<file path="src/rtl/ariane_pkg.sv">
// Shared core types for the writeback arbiter: scoreboard ID width, exception
// record, writeback source count and source-index enum.
package ariane_pkg;

  localparam int unsigned TRANS_ID_BITS = 3;

  typedef struct packed {
    logic [63:0] cause;
    logic [63:0] tval;
    logic        valid;
  } exception_t;

  localparam int unsigned WbArbNrSrc = 4;

  typedef enum logic [1:0] {
    WB_SRC_FLU   = 2'd0,
    WB_SRC_LOAD  = 2'd1,
    WB_SRC_STORE = 2'd2,
    WB_SRC_FPU   = 2'd3
  } wb_src_e;

endpackage

</file>
<file path="src/rtl/rr_arbiter_core.sv">
// Combinational round-robin pick: first valid requester at or after ptr_i,
// searching upward modulo N. One-hot and index forms of the same grant.
module rr_arbiter_core #(
  parameter  int unsigned N    = 4,
  localparam int unsigned IdxW = $clog2(N)
) (
  input  logic [N-1:0]    valid_i,
  input  logic [IdxW-1:0] ptr_i,
  output logic [N-1:0]    gnt_oh_o,
  output logic [IdxW-1:0] gnt_idx_o,
  output logic            gnt_vld_o
);

  function automatic logic [IdxW-1:0] wrap(input int unsigned v);
    return IdxW'(v % N);
  endfunction

  // Scan from the farthest offset down so the nearest valid one wins last.
  always_comb begin
    gnt_vld_o = 1'b0;
    gnt_idx_o = '0;
    for (int k = N - 1; k >= 0; k--) begin
      if (valid_i[wrap(int'(ptr_i) + k)]) begin
        gnt_vld_o = 1'b1;
        gnt_idx_o = wrap(int'(ptr_i) + k);
      end
    end
    gnt_oh_o = '0;
    if (gnt_vld_o) gnt_oh_o[gnt_idx_o] = 1'b1;
  end

endmodule

</file>
<file path="src/rtl/wb_arbiter.sv">
// Round-robin arbiter sharing one registered writeback port among NrSrc units.
// Optional saturating conflict counter: define WB_ARB_CONFLICT_CNT_EN.
module wb_arbiter
  import ariane_pkg::*;
#(
  parameter int unsigned NrSrc = WbArbNrSrc
) (
  input  logic                                 clk_i,
  input  logic                                 rst_i,
  input  logic                                 flush_i,
  input  logic [NrSrc-1:0]                     src_valid_i,
  output logic [NrSrc-1:0]                     src_ready_o,
  input  logic [NrSrc-1:0][63:0]               src_result_i,
  input  logic [NrSrc-1:0][TRANS_ID_BITS-1:0]  src_trans_id_i,
  input  exception_t [NrSrc-1:0]               src_ex_i,
  output logic                                 wb_valid_o,
  output logic [63:0]                          wb_result_o,
  output logic [TRANS_ID_BITS-1:0]             wb_trans_id_o,
  output exception_t                           wb_ex_o,
  input  logic                                 wb_ready_i,
  output logic [31:0]                          conflict_cnt_o
);

  localparam int unsigned IdxW = $clog2(NrSrc);

  logic [NrSrc-1:0]         gnt_oh;
  logic [IdxW-1:0]          gnt_idx;
  logic                     gnt_vld;
  logic                     slot_free, xfer;

  logic [IdxW-1:0]          rr_ptr_q, rr_ptr_d;
  logic                     valid_q, valid_d;
  logic [63:0]              result_q, result_d;
  logic [TRANS_ID_BITS-1:0] id_q, id_d;
  exception_t               ex_q, ex_d;

  rr_arbiter_core #(.N(NrSrc)) i_rr_core (
    .valid_i   (src_valid_i),
    .ptr_i     (rr_ptr_q),
    .gnt_oh_o  (gnt_oh),
    .gnt_idx_o (gnt_idx),
    .gnt_vld_o (gnt_vld)
  );

  assign slot_free   = ~valid_q | wb_ready_i;
  // Reset gating keeps ready low while rst_i is held, even before the flops settle.
  assign xfer        = gnt_vld & slot_free & ~flush_i & ~rst_i;
  assign src_ready_o = xfer ? gnt_oh : '0;

  always_comb begin
    valid_d  = valid_q;
    result_d = result_q;
    id_d     = id_q;
    ex_d     = ex_q;
    rr_ptr_d = rr_ptr_q;
    if (flush_i) begin
      valid_d = 1'b0;
    end else if (xfer) begin
      valid_d  = 1'b1;
      result_d = src_result_i[gnt_idx];
      id_d     = src_trans_id_i[gnt_idx];
      ex_d     = src_ex_i[gnt_idx];
      rr_ptr_d = (gnt_idx == IdxW'(NrSrc - 1)) ? '0 : IdxW'(gnt_idx + 1'b1);
    end else if (wb_ready_i) begin
      valid_d = 1'b0;
    end
  end

  always_ff @(posedge clk_i or posedge rst_i) begin
    if (rst_i) begin
      valid_q  <= 1'b0;
      result_q <= '0;
      id_q     <= '0;
      ex_q     <= '0;
      rr_ptr_q <= '0;
    end else begin
      valid_q  <= valid_d;
      result_q <= result_d;
      id_q     <= id_d;
      ex_q     <= ex_d;
      rr_ptr_q <= rr_ptr_d;
    end
  end

  assign wb_valid_o    = valid_q;
  assign wb_result_o   = result_q;
  assign wb_trans_id_o = id_q;
  assign wb_ex_o       = ex_q;

`ifdef WB_ARB_CONFLICT_CNT_EN
  logic [31:0] cnt_q, cnt_d;
  logic        conflict;

  // Clearing the lowest set bit leaves something only if two or more were set.
  assign conflict = |(src_valid_i & (src_valid_i - NrSrc'(1)));
  assign cnt_d    = (conflict && (cnt_q != '1)) ? cnt_q + 32'd1 : cnt_q;

  always_ff @(posedge clk_i or posedge rst_i) begin
    if (rst_i) cnt_q <= '0;
    else       cnt_q <= cnt_d;
  end

  assign conflict_cnt_o = cnt_q;
`else
  assign conflict_cnt_o = '0;
`endif

endmodule

</file>
<file path="config.mk">
export PLATFORM = sky130hd
export DESIGN_NAME = wb_arbiter
export DESIGN_NICKNAME = d
export VERILOG_FILES = /design/src/rtl/ariane_pkg.sv /design/src/rtl/rr_arbiter_core.sv /design/src/rtl/wb_arbiter.sv
export SDC_FILE = /design/constraint.sdc
export NUM_CORES = 1
export LEC_CHECK = 0
export ABC_AREA = 1
export BUFFER_PORTS_ARGS = -buffer_cell sky130_fd_sc_hd__buf_2
export CAP_MARGIN = 5
export CORE_AREA = 5 5 390 392
export CTS_BUF_LIST = sky130_fd_sc_hd__clkbuf_2
export CTS_CLUSTER_DIAMETER = 120
export CTS_CLUSTER_SIZE = 12
export DETAILED_ROUTE_END_ITERATION = 10
export DIE_AREA = 0 0 395 397
export SLEW_MARGIN = 15
export SYNTH_ARGS = -nofsm -noshare
export SYNTH_HDL_FRONTEND = slang
export SYNTH_SLANG_ARGS = --single-unit
</file>
<file path="constraint.sdc">
create_clock -name clk_i -period 9.1 [get_ports clk_i]
set_input_delay 0.91 -clock clk_i [delete_from_list [all_inputs] [get_ports clk_i]]
set_output_delay 0.91 -clock clk_i [all_outputs]
set_load 0.005 [all_outputs]
</file>
# ---- After elaboration in Yosys (flattened, before gate mapping)
# Cells that the tools add are included.
dict set report op_classes {
  add_sub_neg 4
  order_cmp 6
  n_eq_ne 1
  muxes 30
  bitwise 7
  n_reduce_logical 3
}
# op n
set ops {}
lappend ops {{129-bit binary-select mux with 2-bit select} 1}
lappend ops {{129-bit 2-to-1 mux} 1}
lappend ops {{64-bit binary-select mux with 2-bit select} 1}
lappend ops {{64-bit 2-to-1 mux} 1}
lappend ops {{2-bit by 3-bit < comparator with 1-bit output (second input constant)} 5}
lappend ops {{1-bit 2-to-1 mux} 12}
lappend ops {{2-bit 2-to-1 mux} 5}
lappend ops {{1-bit binary-select mux with 2-bit select} 4}
lappend ops {{4-bit 2-to-1 mux} 2}
lappend ops {{3-bit binary-select mux with 2-bit select} 1}
lappend ops {{2-bit by 1-bit adder with 2-bit output (second input constant)} 2}
lappend ops {{2-bit adder (second input constant)} 2}
lappend ops {{1-bit AND} 3}
lappend ops {{3-bit 2-to-1 mux} 1}
lappend ops {{1-bit NOT} 3}
lappend ops {{3-bit nonzero test} 1}
lappend ops {{1-bit demux with 2-bit select} 1}
lappend ops {{2-bit == test (second input constant)} 1}
lappend ops {{2-bit by 1-bit greater-or-equal comparator with 1-bit output (second input constant)} 1}
lappend ops {{2-bit AND reduction} 1}
lappend ops {{1-bit logical AND} 1}
lappend ops {{1-bit bitwise OR} 1}
dict set report totals {
  ff_bits 199
  input_bits 792
  out_inout_bits 233
  wordCells 58
}

# ---- Longest topological paths before layout
dict set report depth {
  word_depth 13
  mapped_depth 17
  mapped_depth_nobuf 14
}

# ---- By module
# From an unflattened synthesis, not the netlist that was laid out.
dict set report hier_totals {
  hier_cells 3228
  hier_area_um2 17650.7
}
# mod instances cells_per_inst area_each_um2 seq_area_each_um2
set by_module_without_submodules {}
lappend by_module_without_submodules {wb_arbiter 1 3176 17375.4 4979.8}
lappend by_module_without_submodules {rr_arbiter_core 1 52 275.3 0.0}

# ---- Worst setup path before layout
# No wires, ideal clock.
dict set report synth_timing {
  kind {input port to output port}
  startpoint {in rst_i}
  endpoint {out src_ready_o[1]}
  arrival_time_ps 6356
  required_ps 8190
  setup_slack_ps 1834
  path_stages 5
  path_buffers 2
  path_cell_list {inv_1 -> nand4_2 -> buf_2 -> buf_1 -> nor3_1}
}
dict set report synth_via {
  elab_chain_cells 3
}
# item line_no
set synth_lines {}
lappend synth_lines {{start, declared} wb_arbiter.sv:9} ;# input logic rst_i,
lappend synth_lines {{1-bit NOT} wb_arbiter.sv:47} ;# assign xfer = gnt_vld & slot_free & ~flush_i & ~rst_i;
lappend synth_lines {{1-bit AND} wb_arbiter.sv:47}
lappend synth_lines {{4-bit 2-to-1 mux} wb_arbiter.sv:48} ;# assign src_ready_o = xfer ? gnt_oh : '0;
lappend synth_lines {{end, declared} wb_arbiter.sv:12} ;# output logic [NrSrc-1:0] src_ready_o,
# No other way between the ends.

# ---- Worst setup path after layout
dict set report layout_timing {
  startpoint {reg rr_ptr_q[0]}
  endpoint {reg result_q[41] (netlist: wb_result_o[41])}
}
dict set report layout_via {
  elab_chain_cells 11
  elab_cells_between_ends 25
  cone_classes {add/sub: 3; mux: 18; bitwise: 3; reduce/logical: 1}
}
# item line_no
set layout_lines {}
lappend layout_lines {{start, declared} wb_arbiter.sv:31} ;# logic [IdxW-1:0] rr_ptr_q, rr_ptr_d;
lappend layout_lines {{start signal, assigned} wb_arbiter.sv:81} ;# rr_ptr_q <= rr_ptr_d;
lappend layout_lines {{2-bit adder} {rr_arbiter_core.sv:23, rr_arbiter_core.sv:25}}
lappend layout_lines {{1-bit binary-select mux with 2-bit select} rr_arbiter_core.sv:23} ;# if (valid_i[wrap(int'(ptr_i) + k)]) begin
lappend layout_lines {{1-bit 2-to-1 mux (not written as such)} rr_arbiter_core.sv:23}
lappend layout_lines {{1-bit 2-to-1 mux (4 in a row)} rr_arbiter_core.sv:23}
lappend layout_lines {{1-bit AND (3 in a row)} wb_arbiter.sv:47}
lappend layout_lines {{2-bit AND reduction (no source line)} -}
lappend layout_lines {{end signal, assigned} wb_arbiter.sv:78} ;# result_q <= result_d;
lappend layout_lines {{end, declared} wb_arbiter.sv:33} ;# logic [63:0] result_q, result_d;
# Parallel ways exist; a longest one is shown, timed or not. The select of a mux whose other input is x is not followed.
# A chain may end at the register's enable or synchronous reset.

==> flow_summary.ini <==
[placed_design]
gp_congestion = 0.9505
dpl.hpwl_mm = 98.12
dp_slack_ns = 4.558
dp_cells = 6010
portBuffers = 992

[setup_path]
path_max_fanout = 88
crit_slowest_cell = buf_4
cp.required_ns = 10.20
worst_path_most_repeated_cell = nand2_1
path_cells = inv_4 -> nand2_1 -> nand3_1 -> nand2_1 -> inv_1 -> nand2_1 -> nand3_4 -> buf_4 -> buf_4 -> buf_4 -> nand3_1 -> nand3_1 -> dlygate4sd3_1 -> nand2_1 -> dlygate4sd3_1 -> nand2_1 -> nand2_1
start_kind = register
max_stage_delay_ns = 0.77
worstPathArrival_ns = 6.27
crit_type = register to register
worstSetupEndpointType = register
critPathTopFamily = buffers and inverters
critical_path_buf_inv_count = 7

[layout]
fill_cells = 17100
area_delta_synth_final_pct = 68.17
seqCellArea_sq_um = 4980
multi_input_area_sq_um = 8816
postLayoutCoreUtil_pct = 20.51
fin_cells = 6645
drive_gt1_share_pct = 22.65
nets = 5445

[sta]
setup_tns_ns = 0
max_freq_mhz = 193.4
finalCritPeriodShare_pct = 56.81
period_needed_ns = 5.170
slew_violations = 0
tightest_slew_ns = 1.029
hold_ws_ns = 0.2896
slew_headroom_pct = 31.40
final_hold_viol_count = 0
final.setup.worst_slack_ns = 3.930
fin_skew_ns = 0.09224
setup_violations = 0
rsz0062_at_grt = false

[floorplanning]
fp.dieH_um = 397
rows = 142
coreArea_sq_um = 148500
fp.dieW_um = 395
start_util_pct = 12.19
design.die.area_sq_um = 156800
io_pins = 1025

[drt]
dr.pass1.iters = 6
wirelength_mm = 129.3
drtIter0Drc = 1879
drtAntennaViolNets = 0
drc = 0
num_vias = 26060
wl_per_cell_um = 19.45
via_per_inst = 3.921

[logic_synthesis]
ys.flop_type = dfrtp_1
ys_seq_elements = 199
synthMuxAreaShare_pct = 0
synth_edf_count = 0
synth_fa_ha_area_share_pct = 0.2072
synth_top_family_by_area = simple AND/OR/NAND/NOR gates
syn_area_per_cell_sq_um = 5.546
synth_top_area_share_pct = 27.49
yosysMostFrequentCell = nand2_1
syn_inst = 3266
netlist_top_cells_count = nand2_1, inv_1, nand3_1
yosysWarnings = 0
yosys.area_share.simple_pct = 47.31
post_synth_num_cell_types = 26
ys_top_cells_by_area = dfrtp_1, nand2_1, nand3_1
synth-compound-area-share_pct = 0.1658
synthXorXnorAreaFrac_pct = 0
netlist_area_sq_um = 18110
seq_area_frac_synth_pct = 27.49
synth_top_area_cell = dfrtp_1
ys_async_sr_fraction_pct = 100.0

[grt]
antenna_found_initial = 68
grt_max_degree = 156
grt_pass1_vias = 25680
overflow = 0
grt_usage_pct = 15.88
grt_pass1_wl_mm = 181.8

[cts]
cts_max_level = 4
post_cts_resize_count = 0
cts_buffer_depth = 2
cts.sinks = 199
clkTransAtPathRegs_ns = 0.46
cts_made_buffers = 17
cts_tree = yes
root_buffer = clkbuf_2
clk_latency_ns = 1.22

[power]
internal_power_uw = 5874
p_sw_uw = 6566
power_switching_share_pct = 52.78
peakVddDrop_mv = 0.4100
clkPwrFrac_pct = 4.5
power.density_nw_per_um2 = 408.4
combPwrFrac_pct = 82.5
pwr-share-seq_pct = 12.9
p_leak_uw = 0.01843

[run]
cap_viol_max_count = 0

[status]
status = complete, no violations

[min_path]
hp-class = input port to register
final cells by class:
type                            instances  share of cell area (%)
Clock inverter                         15                  0.5094
Tap cell                             1944                   7.986
Inverter                              800                   9.916
Sequential cell                       199                   16.35
Timing Repair Buffer                 1581                   35.70
Antenna cell                           38                  0.3122
Clock buffer                           17                  0.2793
Multi-Input combinational cell       2051                   28.94
kinds of logic after synthesis:
family,Yosys count
AO/OA/AOI/OAI,6
other,1
AND/OR/NAND/NOR,2010
adder cells (fa/ha/maj),3
buffers and inverters,1047
flip-flops,199
worst min-delay path, stage by stage:
cell	delay (ns)
buf_2	0.10
inv_1	0.05
nand2_1	0.06
nand3_1	0.26
nand2_1	0.10
nand2_1	0.05
nand2_1	0.04
layer usage:
| layer | track usage, % | part of all wire (%) | vias to the layer above |
|---|---|---|---|
| li1 | - | - | 12380 |
| met1 | 19.38 | 42 | 12380 |
| met2 | 26.66 | 48 | 1085 |
| met3 | 3.934 | 6.5 | 192 |
| met4 | 6.658 | 4.3 | 28 |
| met5 | 0 | 0.15 | - |
flip-flops by register name, summed over array words and instances (netlist names):
signal / count
wb_valid_o: 1
rr_ptr_q: 2
wb_trans_id_o: 3
wb_ex_o: 129
wb_result_o: 64
repair_timing:
item / 4_1_cts / 5_1_grt
setup buffers: 0 / 0
hold endpoints to repair: 270 / 0
hold buffers: 565 / 0
placed cells by master, fill, tap and decap left out, drive strengths merged, types with 6 or more instances in the layout:
| cell | netlist | routed |
|---|---|---|
| dfrtp | 199 | 199 |
| dlygate4sd3 | 0 | 565 |
| buf | 215 | 1016 |
| diode | 0 | 38 |
| clkbuf | 32 | 17 |
| inv | 800 | 809 |
| o21ai | 6 | 6 |
| nand3 | 788 | 788 |
| conb | 1 | 32 |
| nand2 | 1212 | 1212 |
power by group through the flow:
stage          logic (uW)  clock network [uW]  registers (uW)
6_report            10300                 563            1610
5_1_grt             11300                 633            1660
4_1_cts             10300                 618            1620
3_5_place_dp         7500                   0            1630
3_3_place_gp         7510                   0            1630
2_1_floorplan        4870                   0            1550
stage by stage:
stage / total power (uW) / area, sq um
after CTS: 12510 / 30360
final: 12440 / 30460
after global placement: 9144 / 24470
after floorplan: 6414 / 18230
after detailed placement: 9129 / 24470
after global routing: 13560 / 30420
final timing paths:
check	start	to	slack, ns	cells past startpoint
worst min-delay path	src_result_i[140]	wb_result_o[12]$_DFFE_PP0P_	0.29	7
min in group asynchronous	rst_i	wb_ex_o[11]$_DFFE_PP0P_	0.75	4
worst min register to register	wb_ex_o[96]$_DFFE_PP0P_	wb_ex_o[96]$_DFFE_PP0P_	0.52	2
worst max register to register	rr_ptr_q[0]$_DFFE_PP0P_	wb_result_o[41]$_DFFE_PP0P_	3.93	17
worst max-delay path	rr_ptr_q[0]$_DFFE_PP0P_	wb_result_o[41]$_DFFE_PP0P_	3.93	17
max in group asynchronous	rst_i	wb_result_o[30]$_DFFE_PP0P_	6.96	5
(Power assumes the default switching activity.)
